`src/rtl/sqrt_seq_ctrl.sv`:
```
// Sequential restoring integer square root: 16-bit radicand -> 8-bit root, 9-bit remainder.
// Latency: start accepted at edge N, done_o and results valid in the cycle after edge N+8.
// Backpressure: none; start_i is ignored while busy_o is high, outputs hold until overwritten.

module cla16 (
    input  logic [15:0] A_i,
    input  logic [15:0] B_i,
    input  logic        Ci_i,
    output logic [15:0] S_o,
    output logic        Co_o
);
    logic [15:0] g, p, c;
    logic [3:0]  gg, pg;
    logic [4:0]  cg;

    always_comb begin
        g  = A_i & B_i;
        p  = A_i ^ B_i;
        gg = '0;
        pg = '0;
        c  = '0;
        cg = '0;
        for (int k = 0; k < 4; k++) begin
            gg[k] = g[4*k+3]
                  | (p[4*k+3] & g[4*k+2])
                  | (p[4*k+3] & p[4*k+2] & g[4*k+1])
                  | (p[4*k+3] & p[4*k+2] & p[4*k+1] & g[4*k]);
            pg[k] = &p[4*k +: 4];
        end
        // Second-level lookahead across the four 4-bit groups
        cg[0] = Ci_i;
        cg[1] = gg[0] | (pg[0] & cg[0]);
        cg[2] = gg[1] | (pg[1] & gg[0]) | (pg[1] & pg[0] & cg[0]);
        cg[3] = gg[2] | (pg[2] & gg[1]) | (pg[2] & pg[1] & gg[0])
              | (pg[2] & pg[1] & pg[0] & cg[0]);
        cg[4] = gg[3] | (pg[3] & gg[2]) | (pg[3] & pg[2] & gg[1])
              | (pg[3] & pg[2] & pg[1] & gg[0])
              | (pg[3] & pg[2] & pg[1] & pg[0] & cg[0]);
        for (int k = 0; k < 4; k++) begin
            c[4*k]   = cg[k];
            c[4*k+1] = g[4*k] | (p[4*k] & cg[k]);
            c[4*k+2] = g[4*k+1] | (p[4*k+1] & g[4*k]) | (p[4*k+1] & p[4*k] & cg[k]);
            c[4*k+3] = g[4*k+2] | (p[4*k+2] & g[4*k+1]) | (p[4*k+2] & p[4*k+1] & g[4*k])
                     | (p[4*k+2] & p[4*k+1] & p[4*k] & cg[k]);
        end
    end

    assign S_o  = p ^ c;
    assign Co_o = cg[4];
endmodule

module sqrt_seq_ctrl #(
    parameter int WIDTH = 16
) (
    input  logic               clk_i,
    input  logic               rst_i,
    input  logic               start_i,
    input  logic [WIDTH-1:0]   X_i,
    output logic [WIDTH/2-1:0] root_o,
    output logic [WIDTH/2:0]   rem_o,
    output logic               busy_o,
    output logic               done_o
);
    localparam int RW = WIDTH / 2;

    typedef enum logic [1:0] {IDLE, ITER, DONE} state_t;

    state_t          state_q, state_d;
    logic [WIDTH-1:0] x_q;
    logic [2:0]      cnt_q;
    logic [RW-1:0]   proot_q;
    logic [RW:0]     prem_q;
    logic            accept;

    logic [1:0]      x_pair;
    logic [RW+2:0]   rs;
    logic [RW+1:0]   trial;
    logic [15:0]     cla_a, cla_b, cla_s;
    logic            cla_ci, cla_co;
    logic [RW-1:0]   root_next;
    logic [RW:0]     rem_next;
    logic            unused_cla;

    cla16 u_cla (
        .A_i  (cla_a),
        .B_i  (cla_b),
        .Ci_i (cla_ci),
        .S_o  (cla_s),
        .Co_o (cla_co)
    );

    // Carry-out of rs + ~trial + 1 is the rs >= trial flag; operands are small, so no wrap
    always_comb begin
        x_pair = x_q[{cnt_q, 1'b0} +: 2];
        rs     = {prem_q, x_pair};
        trial  = {proot_q, 2'b01};
        cla_a  = '0;
        cla_b  = '0;
        cla_ci = 1'b0;
        if (state_q == ITER) begin
            cla_a  = {{(WIDTH-RW-3){1'b0}}, rs};
            cla_b  = ~{{(WIDTH-RW-2){1'b0}}, trial};
            cla_ci = 1'b1;
        end
        rem_next  = cla_co ? cla_s[RW:0] : rs[RW:0];
        root_next = {proot_q[RW-2:0], cla_co};
    end

    assign unused_cla = &{1'b0, cla_s[15:RW+1]};

    always_comb begin
        state_d = state_q;
        accept  = 1'b0;
        busy_o  = 1'b0;
        done_o  = 1'b0;
        case (state_q)
            IDLE: begin
                if (start_i) begin
                    accept  = 1'b1;
                    state_d = ITER;
                end
            end
            ITER: begin
                busy_o = 1'b1;
                if (cnt_q == 3'd0) begin
                    state_d = DONE;
                end
            end
            DONE: begin
                done_o = 1'b1;
                if (start_i) begin
                    accept  = 1'b1;
                    state_d = ITER;
                end else begin
                    state_d = IDLE;
                end
            end
            default: state_d = IDLE;
        endcase
    end

    always_ff @(posedge clk_i or posedge rst_i) begin
        if (rst_i) begin
            state_q <= IDLE;
            x_q     <= '0;
            cnt_q   <= '0;
            proot_q <= '0;
            prem_q  <= '0;
            root_o  <= '0;
            rem_o   <= '0;
        end else begin
            state_q <= state_d;
            if (accept) begin
                x_q     <= X_i;
                cnt_q   <= 3'd7;
                proot_q <= '0;
                prem_q  <= '0;
            end else if (state_q == ITER) begin
                proot_q <= root_next;
                prem_q  <= rem_next;
                if (cnt_q != 3'd0) begin
                    cnt_q <= cnt_q - 3'd1;
                end else begin
                    root_o <= root_next;
                    rem_o  <= rem_next;
                end
            end
        end
    end
endmodule

```
`config.mk`:
```
export PLATFORM = sky130hd
export DESIGN_NAME = sqrt_seq_ctrl
export DESIGN_NICKNAME = d
export VERILOG_FILES = /design/src/rtl/sqrt_seq_ctrl.sv
export SDC_FILE = /design/constraint.sdc
export NUM_CORES = 1
export LEC_CHECK = 0
export ABC_AREA = 1
export BUFFER_PORTS_ARGS = -buffer_cell sky130_fd_sc_hd__buf_2
export CELL_PAD_IN_SITES_DETAIL_PLACEMENT = 1
export CELL_PAD_IN_SITES_GLOBAL_PLACEMENT = 2
export CORE_MARGIN = 8
export CORE_UTILIZATION = 36
export DETAILED_ROUTE_END_ITERATION = 6
export GPL_ROUTABILITY_DRIVEN = 0
export PLACE_DENSITY_LB_ADDON = 0.2
export RECOVER_POWER = 50
export SLEW_MARGIN = 20
export SYNTH_ARGS = -nofsm -noshare
export SYNTH_HDL_FRONTEND = slang
export SYNTH_SLANG_ARGS = --single-unit
export TNS_END_PERCENT = 30
```
`constraint.sdc`:
```
create_clock -name clk_i -period 8.05 [get_ports clk_i]
set_input_delay 0.805 -clock clk_i [delete_from_list [all_inputs] [get_ports clk_i]]
set_output_delay 0.805 -clock clk_i [all_outputs]
set_load 0.03 [all_outputs]
```
==> impl_metrics.toml, run 1 <==
[layout]
stdcell_area_sq_um = 3221
fillers = 1002
syn_to_final_growth_pct = 12.40
drive_gt1_share_pct = 12.19
antenna_cells = 0
finalNetCount = 431

[clocking]
clock-root-buffer = "clkbuf_8"
clkLatencyLatePin_ns = 0.31
cts_resized = 0
clk_pin_slew_ns = 0.10
htreeDepth = 2
cts_sinks = 55
clk_path_buf_depth = 2
postCtsSetupRepairBufs = 0
cts_hold_buf = 0
cts_buffers = 5
cts_tree = "yes"

[setup_path]
setup.worst_path.start_class = "flip-flop"
timing.rr.start = "state_q[1]"
reg2reg_slack_ns = 4.70
path_class = "reg -> reg"
critical_path.startpoint = "state_q[1]"
rr_worst_depth = 13
worstPathMaxFanout = 27
worstPathArrival_ns = 3.55
required_ns = 8.25
end_kind = "flip-flop"

[sta]
tightest_slew_ns = 2.995
maxSlewViolCount = 56
final-hold-violation-count = 0
post-route-min-period_ns = 3.350
max_freq_ghz = 0.2985
fin_setup_tns_ns = 0
setup_viol = 0
finClkSkew_ns = 0.006014
fin_crit_sh_pct = 41.61
slew_headroom_pct = -99.69
rsz0062_at_grt = "no"

[drt]
drt-total-wl_um = 7366
dr_total_vias = 2400
via_per_inst = 4.762
ant_nets = 0
first_iter_violations = 59
drc = 0
dr.pass1.iters = 4
wl_per_cell_um = 14.62

[synth]
synthArstFlopShare_pct = 100.0
synthMuxAreaShare_pct = 0
synthAdderAreaFrac_pct = 5.066
synth_top_family_by_area = "simple AND/OR/NAND/NOR gates"
ys_types = 29
yosys.area.top_type = "dfrtp_1"
ys_seq_area_share_pct = 48.03
synth_edf_count = 0
synth_fp_nets = 396
synth_xor_area_share_pct = 0.6114
synth_compound_area_share_pct = 10.39
syn_inst = 366
synth_area_per_cell_sq_um = 7.829
synth_seq_cells = 55
synthSimpleGateAreaFrac_pct = 26.77
yosysTopAreaCellShare_pct = 48.03
synthFlopType = "dfrtp_1"
yosysWarnings = 0
ys_top_cells_by_area = "dfrtp_1 48%, nand2_1 15%, inv_1 6.4%"
syn-cell-area_sq_um = 2865

[outcome]
violations = "capacitance limit, slew limit"
run_status = "finished with violations"

[grt]
grt_usage_pct = 14.13
grt_pass1_vias = 2589
antenna_found_initial = 0
grt_pass1_wl_um = 12760
grt_max_degree = 56
grt.overflow.total = 0

[power_and_ir_drop]
irDropWorstVdd_v = 0.0001527
power.density_nw_per_um2 = 491.8
p_leak_nw = 1.715

[placement]
place_area_sq_um = 3132
place_hpwl_um = 5473
port_buffers = 37

[worst_hold_path]
hold_depth = 2
worstHoldStart = "root_o[6]"
hold_class = "reg -> reg"

[floorplanning]
start_util_pct = 37.08
dieArea_sq_um = 11070
core_region_area_sq_um = 7727
die_x_um = 105.2
pin_count = 38
rows = 32
dieHeight_um = 105.2

[flow_run]
cap_violations = 1
-- layout by cell type, fill, tap and decap left out --
master        n
nand2_1     112
dfrtp_1      55
inv_1        48
o21ai_0      30
nor2_1       28
nand3_1      28
buf_2        28
ha_1         10
clkbuf_1     10
o21ai_1       7
clkbuf_8      7
nand2_2       5
a211oi_1      5
a21oi_1       4
clkinv_1      3
nor2_4        2
inv_2         2
a21o_1        2
o21bai_1      2
nand4_1       2
nand3_2       2
nand3b_1      2
xor2_1        2
a211o_1       1
a22oi_1       1
inv_6         1
o21ai_2       1
fa_1          1
clkinvlp_4    1
-- power breakdown --
group / internal, mW / total (mW) / switching [mW] / leakage [nW]
Combinational: 0.290 / 0.920 / 0.630 / 0.992
Clock: 0.0785 / 0.171 / 0.0924 / 0.0505
Sequential: 0.413 / 0.493 / 0.0803 / 0.672
-- cells by family after synthesis --
family                   count (synthesis)
flip-flops                              55
adder cells (fa/ha/maj)                 11
XOR/XNOR                                 2
buffers and inverters                   64
AND/OR/NAND/NOR                        181
AO/OA/AOI/OAI                           53
-- per-layer routing --
metal / routed length [um] / GRT usage [%]
met3: 285 / 3.289
met4: 88 / 3.976
met1: 3674 / 18.37
met5: 0 / 0
met2: 3317 / 22.89
-- cells in the mapped netlist (4+ instances only) --
cell,number
ha_1,10
a211oi_1,5
nand3_1,28
o21ai_1,7
nand2_1,112
nand2_2,5
a21oi_1,4
nor2_1,28
inv_1,49
dfrtp_1,55
o21ai_0,30
clkbuf_1,5
-- registers in the layout, indices dropped and copies added (netlist names) --
signal	cells
rem_o	9
cnt_q	3
x_q	16
proot_q	8
root_o	8
prem_q	9
state_q	2
-- worst max-delay path, stage by stage, from the launching register on --
cell and delay (ns):
dfrtp_1 0.42, nor2_4 0.44, inv_2 0.33, nor2_1 0.24
ha_1 0.29, a21o_1 0.18, a21oi_1 0.24, o21bai_1 0.12
a22oi_1 0.18, nand3_2 0.29, inv_1 0.24, nand2_1 0.10
nand3_1 0.09, nand2_1 0.06
-- final cells by class --
| cell class | instances | area [sq um] | area share (%) |
|---|---|---|---|
| multi-input cells | 247 | 1227 | 38.11 |
| flip-flops and latches | 55 | 1376 | 42.74 |
| clock buffers | 7 | 96.34 | 2.991 |
| well taps | 102 | 127.6 | 3.963 |
| repair buffers | 38 | 177.7 | 5.517 |
| inverters | 54 | 207.7 | 6.449 |
| clock inverters | 1 | 7.507 | 0.2331 |
-- through the flow --
step                setup WS (ns)  hold WS [ns]  cells  utilization, %  total power [mW]
global placement            4.838        0.4519    496           40.53             1.412
CTS                         4.699        0.4844    504           41.87             1.618
floorplan                   5.458        0.4488    366               -             1.198
global route                4.127        0.5154    504           41.68             1.767
finish                      4.700        0.4872    504           41.68             1.584
detailed placement          4.724        0.4592    496           40.53             1.441
-- path summary, 6_finish.rpt --
kind | to
worst max-delay path | prem_q[7]
worst min-delay path | root_o[6]
worst max register to register | prem_q[7]
worst min register to register | root_o[6]
max in group asynchronous | prem_q[0]
min in group asynchronous | x_q[10]
No activity file was read; power rests on OpenSTA's default activity.
==> run 2: changes to the inputs <==
--- a/config.mk
+++ b/config.mk
@@ -10,7 +10,7 @@
 export CELL_PAD_IN_SITES_DETAIL_PLACEMENT = 1
 export CELL_PAD_IN_SITES_GLOBAL_PLACEMENT = 2
 export CORE_MARGIN = 8
-export CORE_UTILIZATION = 36
+export CORE_UTILIZATION = 30
 export DETAILED_ROUTE_END_ITERATION = 6
 export GPL_ROUTABILITY_DRIVEN = 0
 export PLACE_DENSITY_LB_ADDON = 0.2
==> constraint.sdc (replaced) <==
create_clock -name clk_i -period 2.83 [get_ports clk_i]
set_input_delay 0.283 -clock clk_i [delete_from_list [all_inputs] [get_ports clk_i]]
set_output_delay 0.283 -clock clk_i [all_outputs]
set_load 0.03 [all_outputs]
==> run 2 against run 1 <==
Clock-buffer cell count fell by 1. The flow now finishes without violations. Critical path depth up 1. Combinational power increased to 3.0 times the previous value. Sequential share of layout area down 1.2 points. Maximum frequency increased by 28%. Highest routed layer unchanged. Final cell count increased by 6.3%. First-iteration DRC count rose by 37%.
==> impl_metrics.toml, run 2 (synthesis gave the netlist of run 1 again) <==
[outcome]
run_status = "completed"

[setup_path]
cp_cell_sequence = "inv_1 -> nor2_4 -> inv_4 -> buf_4 -> nor2_1 -> ha_1 -> a21oi_1 -> o21bai_1 -> a22oi_1 -> nand3_2 -> buf_4 -> o21ai_0 -> nand2_1 -> o21ai_0"
end_kind = "flip-flop"
worstPathMaxFanout = 16
required_ns = 3.07
critPathBufInv = 4
crit_slowest_cell = "dfrtp_1"
critPathTopFamily = "compound AO/OA/AOI/OAI gates"
worstPathArrival_ns = 2.85
path_class = "reg -> reg"
setup.worst_path.start_class = "flip-flop"
slowest_delay_ns = 0.39

[layout]
reg.largest.list = "x_q x16, prem_q x9, rem_o x9"
largest-register = "x_q"
antenna_cells = 0
stdcell_area_sq_um = 3311
drive_gt1_share_pct = 15.97
final_common_cell = "nand2_1"
finalNetCount = 437
utilization_pct = 35.83
final_cell_mix = "112 x nand2_1, 55 x dfrtp_1, 49 x inv_1, 37 x buf_2, 29 x o21ai_0"
largest_reg_flops = 16
syn_to_final_growth_pct = 15.55

[placement]
pre_cts_slack_ns = 0.1514
place_hpwl_um = 5879
place_area_sq_um = 3223
port_buffers = 37

[grt]
grt_pass1_vias = 2606
grt_usage_pct = 12.73
antenna_found_initial = 0
grt_max_degree = 29
grt.overflow.total = 0
grt_pass1_wl_um = 13200

[clocking]
cts_tree = "yes"
clkLatencyLatePin_ns = 0.31
clk_pin_slew_ns = 0.10
cts_sinks = 55
cts_buffers = 5
clock-root-buffer = "clkbuf_8"
clk_path_buf_depth = 2
htreeDepth = 2

[floorplanning]
pin_count = 38
rows = 35
die_x_um = 113.7
dieHeight_um = 113.7
dieArea_sq_um = 12930
start_util_pct = 31.01
core_region_area_sq_um = 9240

[power_and_ir_drop]
irDropWorstVdd_v = 0.0004163
p_leak_nw = 1.785
power.density_nw_per_um2 = 1392

[sta]
setup_ws_ns = 0.2205
final-hold-violation-count = 0
setup_viol = 0
slew_headroom_pct = 12.32
rsz0062_at_grt = "yes"
post-route-min-period_ns = 2.609
fin_setup_tns_ns = 0
tightest_slew_ns = 1.315
max_freq_ghz = 0.3832
maxSlewViolCount = 0
finClkSkew_ns = 0.01015
fin_crit_sh_pct = 92.21

[worst_hold_path]
hold_class = "in -> reg"

[drt]
wl_per_cell_um = 14.61
drc = 0
via_per_inst = 4.562
drt-total-wl_um = 7832
dr.pass1.iters = 4
dr_total_vias = 2445
first_iter_violations = 81
ant_nets = 0

[flow_run]
cap_violations = 0
==> run 2: path summary, 6_finish.rpt <==
| check | endpoint | slack, ns | start | cells past startpoint |
|---|---|---|---|---|
| max | prem_q[5] | 0.22 | state_q[0] | 14 |
| min | x_q[9] | 0.17 | X_i[9] | 3 |
| max reg2reg | prem_q[5] | 0.22 | state_q[0] | 14 |
| min reg2reg | root_o[6] | 0.47 | root_o[6] | 2 |
| max in group asynchronous | rem_o[3] | 0.70 | rst_i | 3 |
| min in group asynchronous | x_q[14] | 0.25 | rst_i | 2 |
==> run 2: report_power, final <==
part | leakage [nW] | switching, mW | internal (mW)
Sequential | 0.672 | 0.221 | 1.17
Clock | 0.0470 | 0.264 | 0.193
Combinational | 1.07 | 1.85 | 0.903
Total | 1.78 | 2.34 | 2.27
==> run 2: repair_timing <==
item,in CTS,in global routing
gates resized for setup,0,5
setup endpoints to repair,0,18
buffers inserted,0,0
hold buffers,0,0
==> run 2: stage by stage <==
stage / hold WS (ns) / cells / total power, mW
after floorplan: 0.3926 / 366 / 3.408
after global placement: 0.4333 / 529 / 4.117
after detailed placement: 0.4375 / 529 / 4.197
after CTS: 0.08913 / 536 / 4.681
after global routing: 0.1764 / 536 / 5.114
final: 0.1691 / 536 / 4.609
==> run 2: area by class of cell <==
class,instances,area [sq um]
fill,1144,5929
sequential,55,1376
multi-input combinational,247,1232
timing repair buffer,44,242.7
inverter,54,210.2
tap,129,161.4
clock buffer,6,82.58
clock inverter,1,5.005
==> run 2: worst min-delay path, stage by stage <==
cell and delay [ns]:
buf_2 0.07, nand2_1 0.04, nand2_1 0.05
==> run 2: routing by layer <==
layer | up-vias | GRT usage [%] | share of wire [%]
met4 | 0 | 2.398 | 0.83
met2 | 37 | 20.67 | 45
met5 | - | 0 | 0
li1 | 1233 | - | -
met3 | 7 | 2.272 | 2.9
met1 | 1168 | 17.35 | 52
==> run 3: changes to the inputs <==
--- a/config.mk
+++ b/config.mk
@@ -10,7 +10,7 @@
 export CELL_PAD_IN_SITES_DETAIL_PLACEMENT = 1
 export CELL_PAD_IN_SITES_GLOBAL_PLACEMENT = 2
 export CORE_MARGIN = 8
-export CORE_UTILIZATION = 30
+export CORE_UTILIZATION = 31
 export DETAILED_ROUTE_END_ITERATION = 6
 export GPL_ROUTABILITY_DRIVEN = 0
 export PLACE_DENSITY_LB_ADDON = 0.2
@@ -18,5 +18,6 @@
 export SLEW_MARGIN = 20
 export SYNTH_ARGS = -nofsm -noshare
 export SYNTH_HDL_FRONTEND = slang
+export SYNTH_HIERARCHICAL = 1
 export SYNTH_SLANG_ARGS = --single-unit
 export TNS_END_PERCENT = 30
==> run 3 against run 2 <==
Sequential cell count unchanged. Area after synthesis up 8.7%. First-iteration DRC count shrank 9.9%. Via count grew 5.8%. Combinational power grew 17%. Critical path type unchanged. Largest cell class is now multi-input gates.
==> impl_metrics.toml, run 3 <==
[sta]
fin_crit_sh_pct = 93.18
maxSlewViolCount = 0
slew_headroom_pct = 19.18
max_freq_ghz = 0.3792
tightest_slew_ns = 1.212
finClkSkew_ns = 0.003854
post-route-min-period_ns = 2.637
final-hold-violation-count = 0
fin_setup_tns_ns = 0
setup_viol = 0

[power_and_ir_drop]
irDropWorstVdd_v = 0.0004379
power.switching_mw = 2.545
p_leak_nw = 1.905
p_int_mw = 2.503
p_seq_share_pct = 26.8
power.density_nw_per_um2 = 1383
p_clk_share_pct = 9.5
swShare_pct = 50.41
pwr-share-comb_pct = 63.7

[layout]
antenna_cells = 0
largest-register = "x_q"
final_cell_mix = "105 x nand2_1, 53 x dfrtp_1, 49 x inv_1, 31 x buf_2, 28 x nor2_1"
drive_gt1_share_pct = 20.86
final_common_cell = "nand2_1"
reg.largest.list = "x_q x16, prem_q x9, rem_o x9"
stdcell_area_sq_um = 3650
finalNetCount = 480
multi_input_area_sq_um = 1486
largest_reg_flops = 16
fillers = 1249
syn_to_final_growth_pct = 17.20
area.sequential_sq_um = 1379

[clocking]
cts_tree = "yes"
htreeDepth = 2
clock-root-buffer = "clkbuf_8"
cts_buffers = 5
cts_sinks = 55
clkLatencyLatePin_ns = 0.32
clk_pin_slew_ns = 0.11
clk_path_buf_depth = 2

[floorplanning]
die_x_um = 116.2
start_util_pct = 31.86
core_region_area_sq_um = 9774
dieHeight_um = 116.2
dieArea_sq_um = 13510
pin_count = 38
rows = 36

[drt]
drt-total-wl_um = 7942
dr.pass1.iters = 4
first_iter_violations = 73
wl_per_cell_um = 13.84
drc = 0
dr_total_vias = 2587
via_per_inst = 4.507
ant_nets = 0

[placement]
port_buffers = 37
place_hpwl_um = 6131
place_area_sq_um = 3515

[flow_run]
cap_violations = 0

[grt]
antenna_found_initial = 0
grt_pass1_wl_um = 13390
grt_usage_pct = 12.56
grt_pass1_vias = 2705
grt.overflow.total = 0
grt_max_degree = 36

[setup_path]
end_kind = "flip-flop"
worstPathMaxFanout = 14
critical_path.startpoint = "cnt_q[0]"
path_class = "reg -> reg"
timing.rr.start = "cnt_q[0]"
worstPathArrival_ns = 2.89
required_ns = 3.09
setup.worst_path.start_class = "flip-flop"

[synth]
syn-cell-area_sq_um = 3114
syn_inst = 383
synth_area_per_cell_sq_um = 8.131
yosysWarnings = 6

[outcome]
run_status = "completed"

[worst_hold_path]
worstHoldStart = "X_i[15]"
hold_class = "in -> reg"
## run 3: changes by cell type in the layout (fill, tap and decap cells not counted), moves of 6 or more
cell,change
nand3_1,-11
o21ai_2,+9
a21oi_1,+8
buf_4,+8
clkbuf_1,+8
ha_1,+8
conb_1,+7
nand2_1,-7
o22ai_1,+7
buf_2,-6
## run 3: critical path: stages (launching register included)
cell	delay, ns
dfrtp_2	0.46
buf_6	0.14
nand2_1	0.06
nand3_1	0.07
nand3_1	0.08
nand2_1	0.07
nor2_1	0.09
ha_1	0.25
or2_1	0.23
nand3b_1	0.10
nand2_2	0.10
nand2_2	0.07
nand2_1	0.04
nand2_1	0.05
nand4_1	0.09
buf_4	0.20
o21ai_0	0.23
inv_1	0.11
o21ai_2	0.13
## run 3: final timing paths
| path | endpoint | depth (start not counted) | slack (ns) |
|---|---|---|---|
| worst max register to register | rem_o[3] | 18 | 0.19 |
| worst max-delay path | rem_o[3] | 18 | 0.19 |
| worst min-delay path | x_q[15] | 3 | 0.16 |
| worst min register to register | root_o[7] | 2 | 0.48 |
| min in group asynchronous | root_o[3] | 3 | 0.58 |
| max in group asynchronous | cnt_q[1] | 4 | 0.66 |
## run 3: area by class of cell
type / instances / area share [%]
Clock buffer: 5 / 1.885
Inverter: 55 / 5.862
Tap cell: 133 / 4.559
Sequential cell: 55 / 37.78
Clock inverter: 3 / 0.6514
Timing Repair Buffer: 55 / 8.536
Multi-Input combinational cell: 268 / 40.73
## run 3: metrics by stage
step / utilization (%) / setup WS [ns] / cells / total power [mW] / hold WS [ns]
final: 37.34 / 0.1929 / 574 / 5.048 / 0.1648
after global routing: 37.34 / -0.006508 / 574 / 5.625 / 0.1618
after CTS: 37.01 / 0.05438 / 571 / 5.034 / 0.1591
after detailed placement: 35.96 / 0.07699 / 562 / 4.537 / 0.2664
after global placement: 35.96 / 0.1093 / 562 / 4.461 / 0.2684
after floorplan: - / 0.2933 / 389 / 3.665 / 0.4040
## run 3: power by group through the flow
stage | logic [mW] | registers, mW | clock network [mW]
2_1_floorplan | 2.12 | 1.54 | 0
3_3_place_gp | 3.11 | 1.35 | 0
3_5_place_dp | 3.18 | 1.36 | 0
4_1_cts | 3.19 | 1.35 | 0.502
5_1_grt | 3.70 | 1.40 | 0.530
6_report | 3.22 | 1.35 | 0.480
## run 3: metal layers
| metal | GRT usage, % | up-vias | part of all wire, % |
|---|---|---|---|
| li1 | - | 1305 | - |
| met1 | 17.55 | 1239 | 51 |
| met2 | 19.03 | 34 | 43 |
| met3 | 2.327 | 9 | 4.1 |
| met4 | 4.149 | 0 | 1.7 |
| met5 | 0 | - | 0 |
## run 3: what timing repair did
item	CTS	global route
resized for setup	0	16
endpoints found under the setup margin	0	14
hold buffers	1	0
hold endpoints to repair	14	0
setup buffers	0	2
